**src/rtl/shift_sequencer_pkg.sv**
```systemverilog
// rtl/shift_sequencer_pkg.sv - shared op codes, state encoding and data width for shift_sequencer
package shift_sequencer_pkg;

    localparam int W = 16;

    typedef enum logic [1:0] {
        SH_NONE = 2'b00,
        SH_LSL  = 2'b01,
        SH_LSR  = 2'b10,
        SH_ASR  = 2'b11
    } shift_op_e;

    typedef enum logic [1:0] {
        IDLE  = 2'b00,
        SHIFT = 2'b01,
        DONE  = 2'b10
    } state_e;

endpackage

```
**src/rtl/shift_sequencer_if.sv**
```systemverilog
// rtl/shift_sequencer_if.sv - start/busy/done request bus between the control FSM and shift_sequencer
interface shift_sequencer_if #(
    parameter int W     = 16,
    parameter int AMT_W = 4
);
    logic             start;
    logic [W-1:0]     in;
    logic [1:0]       shift;
    logic [AMT_W-1:0] amount;
    logic             busy;
    logic             done;
    logic [W-1:0]     out;

    modport master (
        output start, in, shift, amount,
        input  busy, done, out
    );

    modport slave (
        input  start, in, shift, amount,
        output busy, done, out
    );
endinterface

```
**src/rtl/shift_sequencer_shifter.sv**
```systemverilog
// rtl/shift_sequencer_shifter.sv - existing single-step 16-bit shifter (pass, lsl, lsr, asr by one)
import shift_sequencer_pkg::*;

module shifter #(
    parameter int W = 16
) (
    input  logic [W-1:0] in,
    input  logic [1:0]   shift,
    output logic [W-1:0] sout
);
    always_comb begin
        sout = in;
        case (shift)
            SH_LSL:  sout = {in[W-2:0], 1'b0};
            SH_LSR:  sout = {1'b0, in[W-1:1]};
            SH_ASR:  sout = {in[W-1], in[W-1:1]};
            default: sout = in;
        endcase
    end
endmodule

```
**src/rtl/shift_sequencer.sv**
```systemverilog
// rtl/shift_sequencer.sv - multi-cycle shift-by-N controller iterating the single-step shifter
import shift_sequencer_pkg::*;

module shift_sequencer #(
    parameter int W     = 16,
    parameter int AMT_W = 4
) (
    input  logic          clk,
    input  logic          reset_n,
    shift_sequencer_if.slave bus
);
    state_e           state_q;
    shift_op_e        op_q;
    logic [W-1:0]     acc_q;
    logic [AMT_W-1:0] cnt_q;
    logic             busy_q;
    logic             done_q;
    logic [W-1:0]     acc_d;

    shifter #(.W(W)) u_shifter (
        .in    (acc_q),
        .shift (op_q),
        .sout  (acc_d)
    );

    always_ff @(posedge clk or negedge reset_n) begin
        if (!reset_n) begin
            state_q <= IDLE;
            op_q    <= SH_NONE;
            acc_q   <= '0;
            cnt_q   <= '0;
            busy_q  <= 1'b0;
            done_q  <= 1'b0;
        end else begin
            case (state_q)
                SHIFT: begin
                    acc_q <= acc_d;
                    cnt_q <= cnt_q - AMT_W'(1);
                    if (cnt_q == AMT_W'(1)) begin
                        state_q <= DONE;
                        busy_q  <= 1'b0;
                        done_q  <= 1'b1;
                    end
                end
                default: begin
                    // DONE behaves as IDLE so a start in the done cycle chains with no gap
                    if (bus.start) begin
                        acc_q <= bus.in;
                        op_q  <= shift_op_e'(bus.shift);
                        cnt_q <= bus.amount;
                        if (bus.amount == '0 || bus.shift == SH_NONE) begin
                            state_q <= DONE;
                            busy_q  <= 1'b0;
                            done_q  <= 1'b1;
                        end else begin
                            state_q <= SHIFT;
                            busy_q  <= 1'b1;
                            done_q  <= 1'b0;
                        end
                    end else begin
                        state_q <= IDLE;
                        busy_q  <= 1'b0;
                        done_q  <= 1'b0;
                    end
                end
            endcase
        end
    end

    assign bus.busy = busy_q;
    assign bus.done = done_q;
    assign bus.out  = acc_q;
endmodule

```
**src/flat_wrapper.sv**
```systemverilog
// flat-port wrapper written by rule: the top's interface ports become plain ports
module shift_sequencer_flat 
#(
    parameter int W     = 16,
    parameter int AMT_W = 4
)
  (clk, reset_n, bus_start, bus_in, bus_shift, bus_amount, bus_busy, bus_done, bus_out);
  shift_sequencer_if #(.W(W), .AMT_W(AMT_W)) bus_i ();
  input  logic clk;
  input  logic reset_n;
  input wire logic [$bits(bus_i.start)-1:0] bus_start;
  input wire logic [$bits(bus_i.in)-1:0] bus_in;
  input wire logic [$bits(bus_i.shift)-1:0] bus_shift;
  input wire logic [$bits(bus_i.amount)-1:0] bus_amount;
  output wire logic [$bits(bus_i.busy)-1:0] bus_busy;
  output wire logic [$bits(bus_i.done)-1:0] bus_done;
  output wire logic [$bits(bus_i.out)-1:0] bus_out;
  assign bus_i.start = bus_start;
  assign bus_i.in = bus_in;
  assign bus_i.shift = bus_shift;
  assign bus_i.amount = bus_amount;
  assign bus_busy = bus_i.busy;
  assign bus_done = bus_i.done;
  assign bus_out = bus_i.out;
  shift_sequencer #(.W(W), .AMT_W(AMT_W)) u_core (.clk(clk), .reset_n(reset_n), .bus(bus_i));
endmodule
```
**config.mk**
```make
export PLATFORM = sky130hd
export DESIGN_NAME = shift_sequencer_flat
export DESIGN_NICKNAME = d
export VERILOG_FILES = /design/src/rtl/shift_sequencer_pkg.sv /design/src/rtl/shift_sequencer_if.sv /design/src/rtl/shift_sequencer_shifter.sv /design/src/rtl/shift_sequencer.sv /design/src/flat_wrapper.sv
export SDC_FILE = /design/constraint.sdc
export NUM_CORES = 1
export LEC_CHECK = 0
export ABC_CLOCK_PERIOD_IN_PS = 1800
export BUFFER_PORTS_ARGS = -buffer_cell sky130_fd_sc_hd__buf_2
export CAP_MARGIN = 20
export CORE_MARGIN = 2
export CORE_UTILIZATION = 30
export DETAILED_ROUTE_END_ITERATION = 16
export PLACE_DENSITY = 0.59
export SYNTH_ARGS = -nofsm -noshare
export SYNTH_HDL_FRONTEND = slang
export SYNTH_SLANG_ARGS = --single-unit
export TNS_END_PERCENT = 10
```
**constraint.sdc**
```tcl
create_clock -name clk -period 1.8 [get_ports clk]
set_input_delay 0.18 -clock clk [delete_from_list [all_inputs] [get_ports clk]]
set_output_delay 0.18 -clock clk [all_outputs]
set_load 0.03 [all_outputs]
```
After elaboration in Yosys (flattened, before gate mapping):

Index checks and enable logic that the tools add are counted.

* flip-flop bits (word level): 26
* bits of input ports: 25
* output and inout bits: 18
* word-level logic and storage cells: 42

* add/sub/neg operators: 1
* equal/unequal tests: 9
* mux-type cells: 17
* bitwise logic cells: 1
* reductions and logical operators: 7

Operator list (count)
* $pmux 16 s3: 1
* $mux 16: 2
* $mux 1: 8
* $mux 2: 4
* $mux 4: 2
* $eq 2x1->1 const B: 2
* $eq 2x2->1 const B: 2
* $eq 4x1->1 const B: 1
* $logic_not 4->1: 1
* $ne 4x4->1 const B: 1
* $reduce_and 2->1: 2
* $sub 4x1->4 const B: 1
* $ne 3x3->1 const B: 1
* $reduce_and 3->1: 1
* $logic_not 2->1: 1
* $ne 2x1->1 const B: 1
* $ne 2x2->1 const B: 1
* $reduce_bool 2->1: 1
* $logic_or 1x1->1: 1
* $not 1->1: 1

Logic depth before layout (Yosys ltp):

* depth in word-level cells: 5
* gate-level depth with buffers: 8
* depth with buffers taken out: 6

Hierarchy:

A second synthesis with hierarchy kept.

* cell total of the unflattened synthesis: 159
* area, all modules: 1544.0 µm²

By module, submodules not included
* shift_sequencer: times used 1, cells an instance 108, area an instance 1188.6 µm², sequential area each 600.6 µm²
* shifter: times used 1, cells an instance 51, area an instance 355.3 µm², sequential area each 0.0 µm²

Worst setup path after synthesis:

Ideal clock, no wire load.

* path kind: reg-to-reg
* from: register u_core.op_q[0]
* to: register u_core.acc_q[1], in the netlist u_core.bus.out[1]
* library setup time: 0.073 ns
* data arrival time: 1.435 ns
* data required time: 1.727 ns
* path slack: 0.292 ns
* stages on the path, launching flop included: 9
* path buffers: 2
* period minus slack after synthesis: 1.508 ns
* cell sequence: dfrtp_1 > inv_1 > ha_1 > or2_1 > buf_6 > buf_12 > a21oi_2 > o21ai_1 > a2bb2oi_2

* word-level cells in the longest chain between the ends: 3
* elaborated cells between the ends (all ways): 7
* classes of those cells: 4 x eq/ne; 2 x mux; 1 x reduce/logical

Ends and longest elaborated chain
* start: declaration: RTL line shift_sequencer.sv:13 `shift_op_e op_q;`
* start signal: assignment: RTL line shift_sequencer.sv:49 `op_q <= shift_op_e'(bus.shift);`
* $eq 2x2->1 / $eq 2x1->1 (equally long branches): RTL line shift_sequencer_shifter.sv:13 `case (shift)`
* $pmux 16 s3 / $ne 4x4->1 (equally long branches)
* $mux 16 / $reduce_and 2->1 (equally long branches)
* end signal: assignment: RTL line shift_sequencer.sv:48 `acc_q <= bus.in;`
* end: declaration: RTL line shift_sequencer.sv:14 `logic [W-1:0] acc_q;`

Several ways; a longest one is shown, not always the timed one.
A chain may end at the register's enable or synchronous reset.

Worst setup path after layout:

* from: register u_core.op_q[0]
* to: register u_core.acc_q[7], in the netlist u_core.bus.out[7]

The elaborated chain is that of the path after synthesis.

==> results.md <==
- Number of enable flip-flop cells after synthesis: 0
- End point of the worst hold path: u_core.op_q[1]$_DFFE_PN0P_
- Largest family of logic cells by synthesized area: compound AO/OA/AOI/OAI gates
- Synth-to-Final Area Change: 17.8%
- Worst setup slack after placement: 0.200 ns
- Final Net Count: 246
- Yosys top cell area share: 36.0%
- Area taken by flip-flops and latches: 601 um^2
- Source of the worst hold timing path: bus_shift[1]
- Unrepaired setup endpoints after global routing: no
- Number of sinks handled by clock tree synthesis: 24
- Number of buffers added for setup after CTS: 0
- Total gr overflow: 0
- Clock transition at the registers of the reported paths: 0.09 ns
- Weighted congestion at the end of routability-driven global placement: 0.763
- Critical path capture point type: flop
- Ys async rst share: 100%
- Worst R2R Start: u_core.op_q[0]$_DFFE_PN0P_
- Initial core utilization: 30.7%
- Number of cells in the finished layout apart from fillers: 286
- Finish-stage setup viols: 0
- Net count after synthesis: 205
- Antenna diode count: 0
- Max-Cap Viols: 0
- Area of the placeable core: 5440 um^2
- Syn Inst Count: 174
- Final worst path period share: 89.9%
- Setup TNS after final layout: 0 ns
- I/O pin count: 43
- Post-route antenna net violation count: 0
- Most frequent cells in the layout: 42 x buf_2, 24 x dfrtp_1, 20 x nand2_1, 18 x inv_1, 14 x nand3b_1
- Largest net degree at the start of global routing: 29
- Cell Count Post-Placement: 281
- Sequential-to-total area share from yosys stat: 36.0%
- Area after detailed placement: 1900 um^2
- Nature of the critical path startpoint: flop
- CP max FO: 14
- Xor/xnor cell area share of the yosys netlist: 0%
- Worst endpoint required time: 2.00 ns
- Number of distinct library cells after synthesis: 40
- R2r endpoint: u_core.bus.out[7]$_DFFE_PN0P_
- Drt first-iter violations: 83
- Floorplan die height: 78.6 um
- Utilization of the core after routing: 36.1%
- Slew @ Worst Pin: 0.569 ns
- Clock Tree Root: clkbuf_8
- Via count of the first global-routing pass: 1469
- Total number of placement rows: 27
- TritonCTS Buffers: 3
- PD cells: 2190 nW/um^2
- Warnings from Yosys: 0
- Wire length of the first global-routing pass: 6.79 mm
- Final routed wire length divided by cell count: 13.7 um
- TritonCTS clock tree: yes
- Clock Tree Buf Depth: 2
- Register-to-register setup slack: 0.18 ns
- H-Tree Level Count: 1
- Final count of hold timing violations: 0
- Relative slew slack: 62.1%
- Top area cells in the synthesized netlist: dfrtp_1 36%, a2bb2oi_2 9.0%, nand3b_1 6.3%, a21oi_2 5.2%, ha_1 4.5%
- Worst Setup SP: u_core.op_q[0]$_DFFE_PN0P_
- Clock latency on the worst-skew pair: 0.27 ns
- Time the worst path needs with I/O delays and setup: 1.62 ns
- Post-detailed-placement half-perimeter wirelength: 2.84 mm
- Class of the worst hold path: primary input to flop
- Via count: 1390
- # fillers: 570
- Chip width: 78.6 um
- Synth Area in Adders: 4.50%
- # DRC: 0
- Multiplexer share of the synthesized area: 2.62%
- Synth area leader: dfrtp_1
- Number of port buffers: 42
- Count of cells along the worst register-to-register path: 7
- Share of layout cells above drive strength 1: 36.9%
- Average size of a mapped cell: 9.59 um^2
- Detail-routed via count per cell: 4.86
- #FFs+latches synth: 24
- Synth Area in Compound Gates: 27.2%
- Status: finished, final reports clean
- Final wirelength: 3.93 mm
- Area of combinational cells with multiple inputs: 895 um^2
- Most common library cell in the layout ignoring fill and taps: buf_2
- Final max-slew violation count: 0
- Number of antenna violations at the first check in global routing: 0
- Die area: 6180 um^2
- Final cell area excluding filler cells: 1970 um^2
- Setup Skew: 0.00455 ns
- Synthesized cell area: 1670 um^2
- Detailed-router iteration count before antenna repair: 4
- Slack of the critical path: 0.182 ns
- Global router's overall resource usage: 13.6%
- Achievable frequency: 618 MHz
- Arrival time at the worst endpoint: 1.81 ns
- Post-Synth Simple-Gate Area: 19.3%
- Predominant post-synthesis flop cell: dfrtp_1
- Standby leakage power: 0.904 nW
- Worst IR Drop VDD: 0.000950 V
- Hold Path Depth: 2
- Class of the most critical setup path: flop to flop
[synth_stat cells (2+ instances only)]
cell	instances
a21oi_1	6
a2bb2oi_1	4
mux2_2	2
buf_2	2
inv_1	18
nand2_1	20
nand3_1	4
a2bb2oi_2	10
ha_1	6
nand3b_1	14
buf_6	4
o21ai_1	10
a21oi_2	10
nor2_4	2
nor3_1	2
o21ai_0	7
dfrtp_1	24
nor2_1	6
buf_4	2
[metrics by stage]
step	total power [mW]	hold slack [ns]
floorplan	3.52	-0.116
global placement	3.92	0.213
detailed placement	3.96	0.222
CTS	4.35	0.167
global route	4.67	0.166
finish	4.30	0.164
[per-layer routing]
layer  share of wire (%)  GRT usage (%)  vias to the layer above  routed length [um]
met5                   0              0                        -                   0
met4                0.87           4.04                        0                  34
met3                 3.5           2.30                        4                 137
met2                  49           22.1                       27                1920
met1                  47           18.5                      673                1840
li1                    -              -                      686                   -
[worst max-delay path: stages, from the launching register on]
cell and delay, ns:
dfrtp_1 0.41, inv_1 0.08, ha_1 0.25, or2_1 0.23
buf_4 0.20, a21oi_1 0.13, o21ai_0 0.08, a2bb2oi_1 0.17
[state kept, by name, summed over array words and instances, names as in the netlist]
register        count
u_core.bus.out     16
u_core.cnt_q        4
u_core.op_q         2
u_core.state_q      2
[cell families (layout without fill, tap and decap cells)]
family          Yosys count  count (layout)
mux                       4               4
buf+inv                  30              70
flops                    24              24
fa+ha+maj                 6               6
simple gates             55              55
compound gates           55              55
[where the power goes]
group / switching, mW / total, mW / internal (mW)
Combinational: 1.65 / 2.80 / 1.15
Clock: 0.189 / 0.385 / 0.196
Sequential: 0.289 / 1.12 / 0.828
[layout make-up]
cell class | instances | share of cell area, %
well taps | 72 | 4.58
multi-input cells | 120 | 45.5
flip-flops and latches | 24 | 30.6
repair buffers | 48 | 13.1
inverters | 18 | 3.44
clock buffers | 4 | 2.80
[what timing repair did]
action / CTS / global route
endpoints found under the hold margin: 24 / 0
hold buffers: 1 / 0
gates resized for setup: 0 / 0
setup endpoints to repair: 0 / 0
[worst max path at each step]
stage | end | slack [ns] | depth (start not counted)
4_1_cts | u_core.bus.out[7]$_DFFE_PN0P_ | 0.18 | 7
3_5_place_dp | u_core.bus.out[7]$_DFFE_PN0P_ | 0.20 | 7
6_report | u_core.bus.out[7]$_DFFE_PN0P_ | 0.18 | 7
5_1_grt | u_core.bus.out[9]$_DFFE_PN0P_ | 0.06 | 7
3_3_place_gp | u_core.bus.out[7]$_DFFE_PN0P_ | 0.23 | 7
2_1_floorplan | u_core.bus.out[1]$_DFFE_PN0P_ | 0.29 | 8
(Power assumes the default switching activity.)
